### config.mk
export PLATFORM = sky130hd
export DESIGN_NAME = pwm_meter
export DESIGN_NICKNAME = d
export VERILOG_FILES = /design/src/rtl/pwm_meter.sv
export SDC_FILE = /design/constraint.sdc
export NUM_CORES = 1
export LEC_CHECK = 0
export ABC_AREA = 1
export CORE_MARGIN = 2
export CORE_UTILIZATION = 50
export DETAILED_ROUTE_END_ITERATION = 10
export HOLD_SLACK_MARGIN = 0.1
export PLACE_DENSITY = 0.79
export SYNTH_ARGS = -nofsm -noshare
export SYNTH_HDL_FRONTEND = slang
export SYNTH_SLANG_ARGS = --single-unit
### constraint.sdc
create_clock -name clk -period 5.7 [get_ports clk]
set_input_delay 0.57 -clock clk [delete_from_list [all_inputs] [get_ports clk]]
set_output_delay 0.57 -clock clk [all_outputs]
set_load 0.01 [all_outputs]
### src/rtl/pwm_meter.sv
// pwm_meter: measures high time and period of an asynchronous PWM line,
// with stuck-high/stuck-low detection and sticky counter-overflow flag.
`default_nettype none

module pwm_meter #(
  parameter int CNT_W   = 16,
  parameter int TIMEOUT = 65535
) (
  input  logic             clk,
  input  logic             rst_n,
  input  logic             pwm_in,
  input  logic             clr,
  output logic [CNT_W-1:0] high_cnt,
  output logic [CNT_W-1:0] period_cnt,
  output logic             meas_valid,
  output logic             stuck_high,
  output logic             stuck_low,
  output logic             overflow
);

  localparam logic [CNT_W-1:0] CNT_MAX = '1;
  localparam logic [CNT_W-1:0] CNT_ONE = CNT_W'(1);
  localparam logic [CNT_W-1:0] TO_VAL  = CNT_W'(TIMEOUT);
  localparam logic [CNT_W-1:0] TO_M1   = CNT_W'(TIMEOUT - 1);

  typedef enum logic [1:0] {
    IDLE = 2'd0,
    HIGH = 2'd1,
    LOW  = 2'd2
  } state_t;

  logic s1, s2, s3;
  logic rise, fall;

  state_t           state, state_nx;
  logic [CNT_W-1:0] hcnt, hcnt_nx;
  logic [CNT_W-1:0] pcnt, pcnt_nx;
  logic [CNT_W-1:0] idle_cnt, idle_nx;
  logic [CNT_W-1:0] high_nx, period_nx;
  logic             valid_nx, sh_nx, sl_nx, ovf_nx;

  // Synchroniser is deliberately untouched by clr.
  always_ff @(posedge clk or negedge rst_n) begin
    if (!rst_n) begin
      s1 <= 1'b0;
      s2 <= 1'b0;
      s3 <= 1'b0;
    end else begin
      s1 <= pwm_in;
      s2 <= s1;
      s3 <= s2;
    end
  end

  assign rise = s2 & ~s3;
  assign fall = ~s2 & s3;

  always_ff @(posedge clk or negedge rst_n) begin
    if (!rst_n) begin
      state      <= IDLE;
      hcnt       <= '0;
      pcnt       <= '0;
      idle_cnt   <= '0;
      high_cnt   <= '0;
      period_cnt <= '0;
      meas_valid <= 1'b0;
      stuck_high <= 1'b0;
      stuck_low  <= 1'b0;
      overflow   <= 1'b0;
    end else begin
      state      <= state_nx;
      hcnt       <= hcnt_nx;
      pcnt       <= pcnt_nx;
      idle_cnt   <= idle_nx;
      high_cnt   <= high_nx;
      period_cnt <= period_nx;
      meas_valid <= valid_nx;
      stuck_high <= sh_nx;
      stuck_low  <= sl_nx;
      overflow   <= ovf_nx;
    end
  end

  always_comb begin
    state_nx  = state;
    hcnt_nx   = hcnt;
    pcnt_nx   = pcnt;
    idle_nx   = idle_cnt;
    high_nx   = high_cnt;
    period_nx = period_cnt;
    valid_nx  = 1'b0;
    sh_nx     = stuck_high;
    sl_nx     = stuck_low;
    ovf_nx    = overflow;

    if (clr) begin
      state_nx  = IDLE;
      hcnt_nx   = '0;
      pcnt_nx   = '0;
      idle_nx   = '0;
      high_nx   = '0;
      period_nx = '0;
      sh_nx     = 1'b0;
      sl_nx     = 1'b0;
      ovf_nx    = 1'b0;
    end else begin
      // Idle counter parks at TO_VAL so a stuck line strobes only once.
      if (rise || fall) begin
        idle_nx = '0;
      end else if (idle_cnt != TO_VAL) begin
        idle_nx = idle_cnt + CNT_ONE;
      end

      if (rise) begin
        sh_nx = 1'b0;
        sl_nx = 1'b0;
      end

      case (state)
        IDLE: begin
          if (rise) begin
            state_nx = HIGH;
            hcnt_nx  = CNT_ONE;
            pcnt_nx  = CNT_ONE;
          end
        end
        HIGH: begin
          if (pcnt == CNT_MAX) ovf_nx = 1'b1;
          else                 pcnt_nx = pcnt + CNT_ONE;
          if (fall) begin
            state_nx = LOW;
          end else begin
            if (hcnt == CNT_MAX) ovf_nx = 1'b1;
            else                 hcnt_nx = hcnt + CNT_ONE;
          end
        end
        LOW: begin
          if (rise) begin
            high_nx   = hcnt;
            period_nx = pcnt;
            valid_nx  = 1'b1;
            hcnt_nx   = CNT_ONE;
            pcnt_nx   = CNT_ONE;
            state_nx  = HIGH;
          end else begin
            if (pcnt == CNT_MAX) ovf_nx = 1'b1;
            else                 pcnt_nx = pcnt + CNT_ONE;
          end
        end
        default: state_nx = IDLE;
      endcase

      // An edge clears the idle counter, so a timeout never coincides with one.
      if (!rise && !fall && idle_cnt == TO_M1) begin
        state_nx  = IDLE;
        hcnt_nx   = '0;
        pcnt_nx   = '0;
        sh_nx     = s2;
        sl_nx     = ~s2;
        high_nx   = s2 ? CNT_MAX : '0;
        period_nx = '0;
        valid_nx  = 1'b1;
      end
    end
  end

endmodule

`default_nettype wire

==> results.cfg, run 1 <==
[logic_synthesis]
ys_types = 38
syn_area_um2 = 4967
syn_nets = 676
yosysSeqAreaShare_pct = 44.84
syn_inst = 662
synth_warnings = 0
syn_area_per_cell_um2 = 7.503
synth-seq-cells = 89

[sta]
setup_tns_ns = 0
clock_skew_ns = 0.007669
tightestPinTransition_ns = 1.112
rsz0062_at_grt = false
final-hold-violation-count = 0
slew_headroom_pct = 25.58
maxSlewViolCount = 0
fmax_mhz = 344.1
setup_viol = 0
finalCritPeriodShare_pct = 50.99
fin_crit_ns = 2.906

[floorplanning]
die_w_um = 103.7
start_util_pct = 51.05
rows = 36
die_y_um = 103.7
dieArea_um2 = 10750
core_area_um2 = 9729
io_pins = 40

[global_routing]
gr-total-overflow = 0
track_usage_pct = 22.10
grt_pass1_wl_um = 19670
grt_pass1_vias = 4196
top_usage_layer = met2
grt_max_degree = 90
antenna_found_initial = 0
grtUsageMet3_pct = 3.021
globalRouteMet2Util_pct = 34.86
grt_util_met1_pct = 31.32

[pwr]
p_leak_nw = 2.593
vdd_drop_max_v = 0.0001072
power.total_mw = 1.374
p_per_area_nw_per_um2 = 242.6

[worst_hold_path]
whs_path_depth = 0
hp-class = register to register
hp-start = s1
hold-path-endpoint = s2

[final_layout]
fillers = 907
antenna_cells = 0
layout_common_cells = nand2_1 (159), inv_1 (103), dfrtp_1 (89)
fin_util_pct = 58.23
fin_area_um2 = 5665
nets = 712
area_growth_pct = 14.06
drive_gt1_share_pct = 6.686
layout.cells.most_common = nand2_1

[clock_network]
cts_buffer_depth = 2
root_buffer = clkbuf_8
clk_latency_ns = 0.36
cts_hold_buf = 0
cts_buffers = 9
cts_tree = done
cts-htree-levels = 3
cts.clk_slew.worst_paths_ns = 0.09
cts.repair.resized = 0
cts_sinks = 89
cts_setup_buffers = 0

[setup_path]
arrival_ns = 3.17
reg2reg_slack_ns = 2.79
r2r_cells = 9
cp.required_ns = 5.96
end_kind = register
r2r_end = period_cnt[3]
r2r-start = s2
crit_type = register to register
start_kind = register
path_max_fanout = 24

[drt]
num_vias = 4577
routedWlPerCell_um = 13.91
drc = 0
drt-total-wl_um = 11630
drt-pass1-iter-count = 5
first_iter_violations = 289
via_per_inst = 5.475
ant_nets = 0

[placement]
gp_congestion = 0.9295
portBuffers = 39
dp_hpwl_um = 8217
dpl_cell_area_um2 = 5440

[outcome]
status = finished clean

[job]
maxCapViolations = 0
worst max-delay path, cell delays in order (launching register included):
cell and delay [ns]:
dfrtp_1 0.51, inv_1 0.08, ha_1 0.37, nand2_1 0.08
nor2_1 0.04, nand2_1 0.13, nor2_4 0.10, nor2_2 0.69
nand2_1 0.52, o22ai_1 0.28
metal layers:
metal / up-vias / share of wire [%]
met2: 156 / 47
li1: 2218 / -
met1: 2188 / 46
met3: 15 / 6.0
met4: 0 / 1.4
met5: - / 0
through the flow:
| step | cells | hold WS (ns) | setup WS [ns] |
|---|---|---|---|
| 2_1_floorplan | 662 | 0.2744 | 3.863 |
| 3_3_place_gp | 820 | 0.3335 | 2.681 |
| 3_5_place_dp | 820 | 0.3448 | 2.545 |
| 4_1_cts | 836 | 0.3665 | 2.838 |
| 5_1_grt | 836 | 0.3765 | 2.516 |
| 6_report | 836 | 0.3639 | 2.794 |
where the power goes:
| part | total (mW) | switching [mW] | internal [mW] | leakage, nW |
|---|---|---|---|---|
| Combinational | 0.222 | 0.158 | 0.0640 | 1.26 |
| Sequential | 0.678 | 0.0259 | 0.652 | 1.22 |
| Clock | 0.474 | 0.223 | 0.251 | 0.112 |
| Total | 1.37 | 0.407 | 0.967 | 2.59 |
how the worst max path moves through the flow:
stage,startpoint,endpoint,slack (ns)
2_1_floorplan,s2,high_cnt[0],3.86
3_3_place_gp,clr,period_cnt[13],2.68
3_5_place_dp,clr,period_cnt[3],2.55
4_1_cts,s2,period_cnt[3],2.84
5_1_grt,s2,period_cnt[3],2.52
6_report,s2,period_cnt[3],2.79
logic make-up after synthesis:
group	after synthesis	synth area share (%)
adders and majority gates	10	2.519
buffers and inverters	120	9.723
and+or+nand+nor	343	30.81
DFF	89	44.84
AOI/OAI and AO/OA	96	11.41
xor gates and xnor gates	4	0.7052
flip-flops by register name, summed over array words and instances, names as in the netlist:
| signal | count |
|---|---|
| hcnt | 16 |
| high_cnt | 16 |
| idle_cnt | 16 |
| meas_valid | 1 |
| overflow | 1 |
| pcnt | 16 |
| period_cnt | 16 |
| s1 | 1 |
| s2 | 1 |
| s3 | 1 |
| state | 2 |
| stuck_high | 1 |
| stuck_low | 1 |
synthesized netlist by cell type:
library cell  count  area share (%)
a211oi_1          2            0.30
a21o_1            2            0.30
a21oi_1          13             1.3
a31o_2            2            0.35
a31oi_1          11             1.4
a41o_1            1            0.20
buf_2             5            0.50
buf_4             5            0.76
buf_6             1            0.23
clkbuf_1          4            0.30
clkinv_1          1           0.075
dfrtp_1          89              45
ha_1             10             2.5
inv_1           103             7.8
inv_2             1           0.075
nand2_1         159              12
nand2_2           5            0.63
nand2_4           2            0.45
nand3_1          46             4.6
nand3_2           3            0.60
nand3b_1          2            0.30
nand4_1          14             1.8
nand4_2           1            0.25
nand4_4           1            0.43
nor2_1           79             6.0
nor2_2            7            0.88
nor2_4            3            0.68
nor3_1           18             1.8
o21a_1            1            0.15
o21ai_0          34             3.4
o21ai_1           1            0.10
o21ai_2           1            0.18
o21bai_1          3            0.45
o22ai_1          22             2.8
o2bb2ai_1         1            0.18
o31ai_1           2            0.30
or2_2             3            0.38
xor2_1            4            0.71
layout make-up:
class	instances	area, µm²	area share, %
Multi-Input combinational cell	453	2257	39.84
Sequential cell	89	2227	39.31
Clock inverter	3	46.29	0.8171
Tap cell	133	166.4	2.937
Timing Repair Buffer	40	395.4	6.979
Clock buffer	13	178.9	3.158
Inverter	105	394.1	6.957
Note: power is estimated with default switching activity, not from simulation.
==> run 2, diff against run 1 <==
==> constraint.sdc (replaced) <==
create_clock -name clk -period 2.9 [get_ports clk]
set_input_delay 0.29 -clock clk [delete_from_list [all_inputs] [get_ports clk]]
set_output_delay 0.29 -clock clk [all_outputs]
set_load 0.01 [all_outputs]
==> results.cfg, run 2 (synthesis gave the netlist of run 1 again) <==
[clock_network]
cts-htree-levels = 3
cts_buffer_depth = 2
cts_sinks = 89
clk_latency_ns = 0.35
cts_tree = done
cts_buffers = 9
root_buffer = clkbuf_8
cts.repair.resized = 0
cts_setup_buffers = 0
cts_hold_buf = 0
cts.clk_slew.worst_paths_ns = 0.09

[final_layout]
fin_util_pct = 58.19
fillers = 899
finalNonFillerCells = 840
layout_common_cells = nand2_1 (159), inv_1 (103), dfrtp_1 (89)
area_growth_pct = 13.98
antenna_cells = 0
nets = 716
fin_area_um2 = 5662
drive_gt1_share_pct = 7.214
layout.cells.most_common = nand2_1

[drt]
drc = 0
ant_nets = 0
drt-total-wl_um = 11090
via_per_inst = 5.313
drt-pass1-iter-count = 5
num_vias = 4463
routedWlPerCell_um = 13.20
first_iter_violations = 315

[sta]
tightestPinTransition_ns = 1.073
fin_crit_ns = 2.473
fmax_mhz = 404.4
rsz0062_at_grt = false
setup_viol = 0
clock_skew_ns = 0.009399
setup_tns_ns = 0
setup_slack_ns = 0.4272
hold_ws_ns = 0.1128
slew_headroom_pct = 28.46
maxSlewViolCount = 0
final-hold-violation-count = 0
finalCritPeriodShare_pct = 85.27

[pwr]
p_leak_nw = 2.589
p_per_area_nw_per_um2 = 454.1
vdd_drop_max_v = 0.0002380
power.total_mw = 2.571

[setup_path]
critPathTopFamily = simple AND/OR/NAND/NOR gates
max_stage_delay_ns = 0.52
start_kind = register
end_kind = register
crit_slowest_cell = dfrtp_1
arrival_ns = 2.71
crit_top_cell = nand2_1
cp.required_ns = 3.14
path_max_fanout = 16
path_buf_inv = 1
path_cells = inv_1 -> ha_1 -> nand2_1 -> nor2_1 -> nand2_1 -> nor2_4 -> nor2_2 -> nand3_1 -> nand3_2 -> nand2_1 -> nand2_1
crit_type = register to register

[global_routing]
grt_max_degree = 90
grt_pass1_vias = 4205
antenna_found_initial = 0
gr-total-overflow = 0
track_usage_pct = 21.82
grt_pass1_wl_um = 19530

[placement]
dp_hpwl_um = 8070
gp_congestion = 0.9626
portBuffers = 39
dpl_cell_area_um2 = 5470
dp_slack_ns = 0.4340
placed_cells = 824

[floorplanning]
core_area_um2 = 9729
die_y_um = 103.7
io_pins = 40
start_util_pct = 51.05
die_w_um = 103.7
rows = 36
dieArea_um2 = 10750

[job]
maxCapViolations = 0

[outcome]
status = finished clean

[worst_hold_path]
hp-class = input port to async pin
-- run 2: final cells by class --
| type | instances | area (µm²) | share of cell area [%] |
|---|---|---|---|
| multi-input combinational | 453 | 2257 | 39.87 |
| timing repair buffer | 44 | 425.4 | 7.514 |
| clock buffer | 11 | 151.4 | 2.674 |
| clock inverter | 5 | 40.04 | 0.7072 |
| sequential | 89 | 2227 | 39.34 |
| inverter | 105 | 394.1 | 6.961 |
| tap | 133 | 166.4 | 2.939 |
-- run 2: power by group --
part	internal, mW	switching (mW)
Combinational	0.138	0.307
Sequential	1.28	0.0510
Clock	0.361	0.433
-- run 2: worst reg2reg max path, stage by stage (launching register included) --
cell and delay, ns:
dfrtp_1 0.52, inv_1 0.09, ha_1 0.36, nand2_1 0.06, nor2_1 0.09, nand2_1 0.11
nor2_4 0.29, nor2_2 0.16, nand3_1 0.15, nand3_2 0.30, nand2_1 0.16, nand2_1 0.07
-- run 2: final timing paths --
kind,end,startpoint,cells past startpoint,slack (ns)
min in group clk,s2,s1,0,0.36
max reg2reg,hcnt[9],s2,11,0.43
min,period_cnt[8],rst_n,1,0.11
min reg2reg,s2,s1,0,0.36
max,hcnt[9],s2,11,0.43
max in group asynchronous,high_cnt[12],rst_n,1,2.09
-- run 2: per-layer routing --
metal  up-vias  wire, µm  global-route usage [%]
met1      2078      5143                   29.98
li1       2216         -                       -
met5         -         0                       0
met3        16       668                   3.587
met4         0       177                   7.915
met2       153      5101                   35.10
==> run 3, diff against run 2 <==
--- a/config.mk
+++ b/config.mk
@@ -11,6 +11,7 @@
 export DETAILED_ROUTE_END_ITERATION = 10
 export HOLD_SLACK_MARGIN = 0.1
 export PLACE_DENSITY = 0.79
+export REMOVE_ABC_BUFFERS = 1
 export SYNTH_ARGS = -nofsm -noshare
 export SYNTH_HDL_FRONTEND = slang
 export SYNTH_SLANG_ARGS = --single-unit
==> results.cfg, run 3 (synthesis gave the netlist of run 1 again) <==
[global_routing]
track_usage_pct = 22.58
grt_pass1_vias = 4510
grt_pass1_wl_um = 20290
antenna_found_initial = 0
grt_max_degree = 51
gr-total-overflow = 0

[floorplanning]
start_util_pct = 51.05
io_pins = 40
core_area_um2 = 9729
die_w_um = 103.7
die_y_um = 103.7
dieArea_um2 = 10750
rows = 36

[final_layout]
fin_area_um2 = 5766
antenna_cells = 0
nets = 722
layout.cells.most_common = nand2_1
fillers = 861
layout_common_cells = nand2_1 (159), inv_1 (103), dfrtp_1 (89)
area_growth_pct = 16.07
fin_util_pct = 59.26
drive_gt1_share_pct = 7.854

[sta]
slew_headroom_pct = 57.24
fin_crit_ns = 2.274
fmax_mhz = 439.7
setup_tns_ns = 0
final-hold-violation-count = 0
finalCritPeriodShare_pct = 78.43
setup_viol = 0
rsz0062_at_grt = false
clock_skew_ns = 0.01212
maxSlewViolCount = 0
tightestPinTransition_ns = 0.6414

[drt]
drc = 0
num_vias = 4583
dr.max_layer_used = met4
wl_met1_um = 4808
met2_length_um = 5886
routedWlPerCell_um = 13.61
dr_wl_met3_um = 681
drt-total-wl_um = 11520
via_per_inst = 5.417
ant_nets = 0
first_iter_violations = 249
drt-pass1-iter-count = 5

[setup_path]
start_kind = register
cp.required_ns = 3.20
end_kind = register
r2r-start = s2
cp-startpoint = s2
arrival_ns = 2.57
path_max_fanout = 16
crit_slowest_cell = dfrtp_1
max_stage_delay_ns = 0.46
path_cells = inv_1 -> ha_1 -> nand2_1 -> nor2_1 -> nand2_1 -> nor2_4 -> nor2_2 -> nand2_1 -> nor2_2 -> nor2_4 -> nand2_1 -> nand2_1
crit_type = register to register
crit_top_cell = nand2_1

[placement]
portBuffers = 39
dp_hpwl_um = 8482
dpl_cell_area_um2 = 5508
gp_congestion = 0.8698

[clock_network]
cts_buffers = 9
cts_sinks = 89
clk_latency_ns = 0.37
cts_setup_buffers = 0
cts_hold_buf = 1
cts.clk_slew.worst_paths_ns = 0.08
cts.repair.resized = 0
cts-htree-levels = 3
root_buffer = clkbuf_8
cts_tree = done
cts_buffer_depth = 2

[worst_hold_path]
hp-class = input port to register
hp-start = pwm_in

[outcome]
status = finished clean

[job]
maxCapViolations = 0

[pwr]
vdd_drop_max_v = 0.0003399
p_leak_nw = 2.655
p_per_area_nw_per_um2 = 494.0
==> run 3: cell types whose count changed in the layout (fill, tap and decap cells not counted) <==
cell,previous run,this run
buf_4,6,11
clkbuf_8,11,9
dlygate4sd3_1,0,1
clkinv_2,0,1
inv_8,0,1
clkinv_4,2,0
bufinv_16,0,3
clkinvlp_4,3,0
inv_6,0,2
==> run 3: cell type report <==
type | count | area, µm² | area share, %
clock buffer | 9 | 123.9 | 2.148
timing repair buffer | 50 | 473.0 | 8.203
clock inverter | 7 | 123.9 | 2.148
multi-input combinational | 453 | 2257 | 39.15
inverter | 105 | 394.1 | 6.836
tap | 133 | 166.4 | 2.886
sequential | 89 | 2227 | 38.63
==> run 3: power breakdown <==
| part | switching, mW | leakage [nW] | internal [mW] |
|---|---|---|---|
| combinational | 0.316 | 1.31 | 0.144 |
| clock | 0.474 | 0.126 | 0.583 |
| sequential | 0.0498 | 1.22 | 1.28 |
| total | 0.840 | 2.66 | 2.01 |
==> run 3: worst paths after layout <==
path	endpoint	cells after the start	slack, ns
worst max-delay path	hcnt[0]	12	0.63
worst min-delay path	s1	1	0.36
worst max register to register	hcnt[0]	12	0.63
worst min register to register	s2	0	0.38
max in group asynchronous	high_cnt[6]	3	1.70
min in group asynchronous	period_cnt[4]	2	0.49
==> run 3: worst max-delay path, delay by kind of cell (launching register included) <==
family / cells / cell delay, ns
adders and majority gates: 1 / 0.33
buffers and inverters: 1 / 0.07
and+or+nand+nor: 10 / 1.36
DFF: 1 / 0.46
==> run 3: metrics by stage <==
step           instances  setup slack (ns)  power [mW]  hold slack, ns
4_1_cts              846            0.6028       2.865          0.3543
3_3_place_gp         829            0.6782       1.795          0.3586
6_report             846            0.6255       2.848          0.3633
5_1_grt              846            0.3424       2.989          0.3460
3_5_place_dp         829            0.6156       1.814          0.3605
2_1_floorplan        647            0.5586       1.631       -0.005591
==> run 3: routing by layer <==
metal	GRT usage [%]	up-vias
li1	-	2225
met1	28.14	2188
met2	39.88	157
met3	3.965	13
met4	7.336	0
met5	0	-
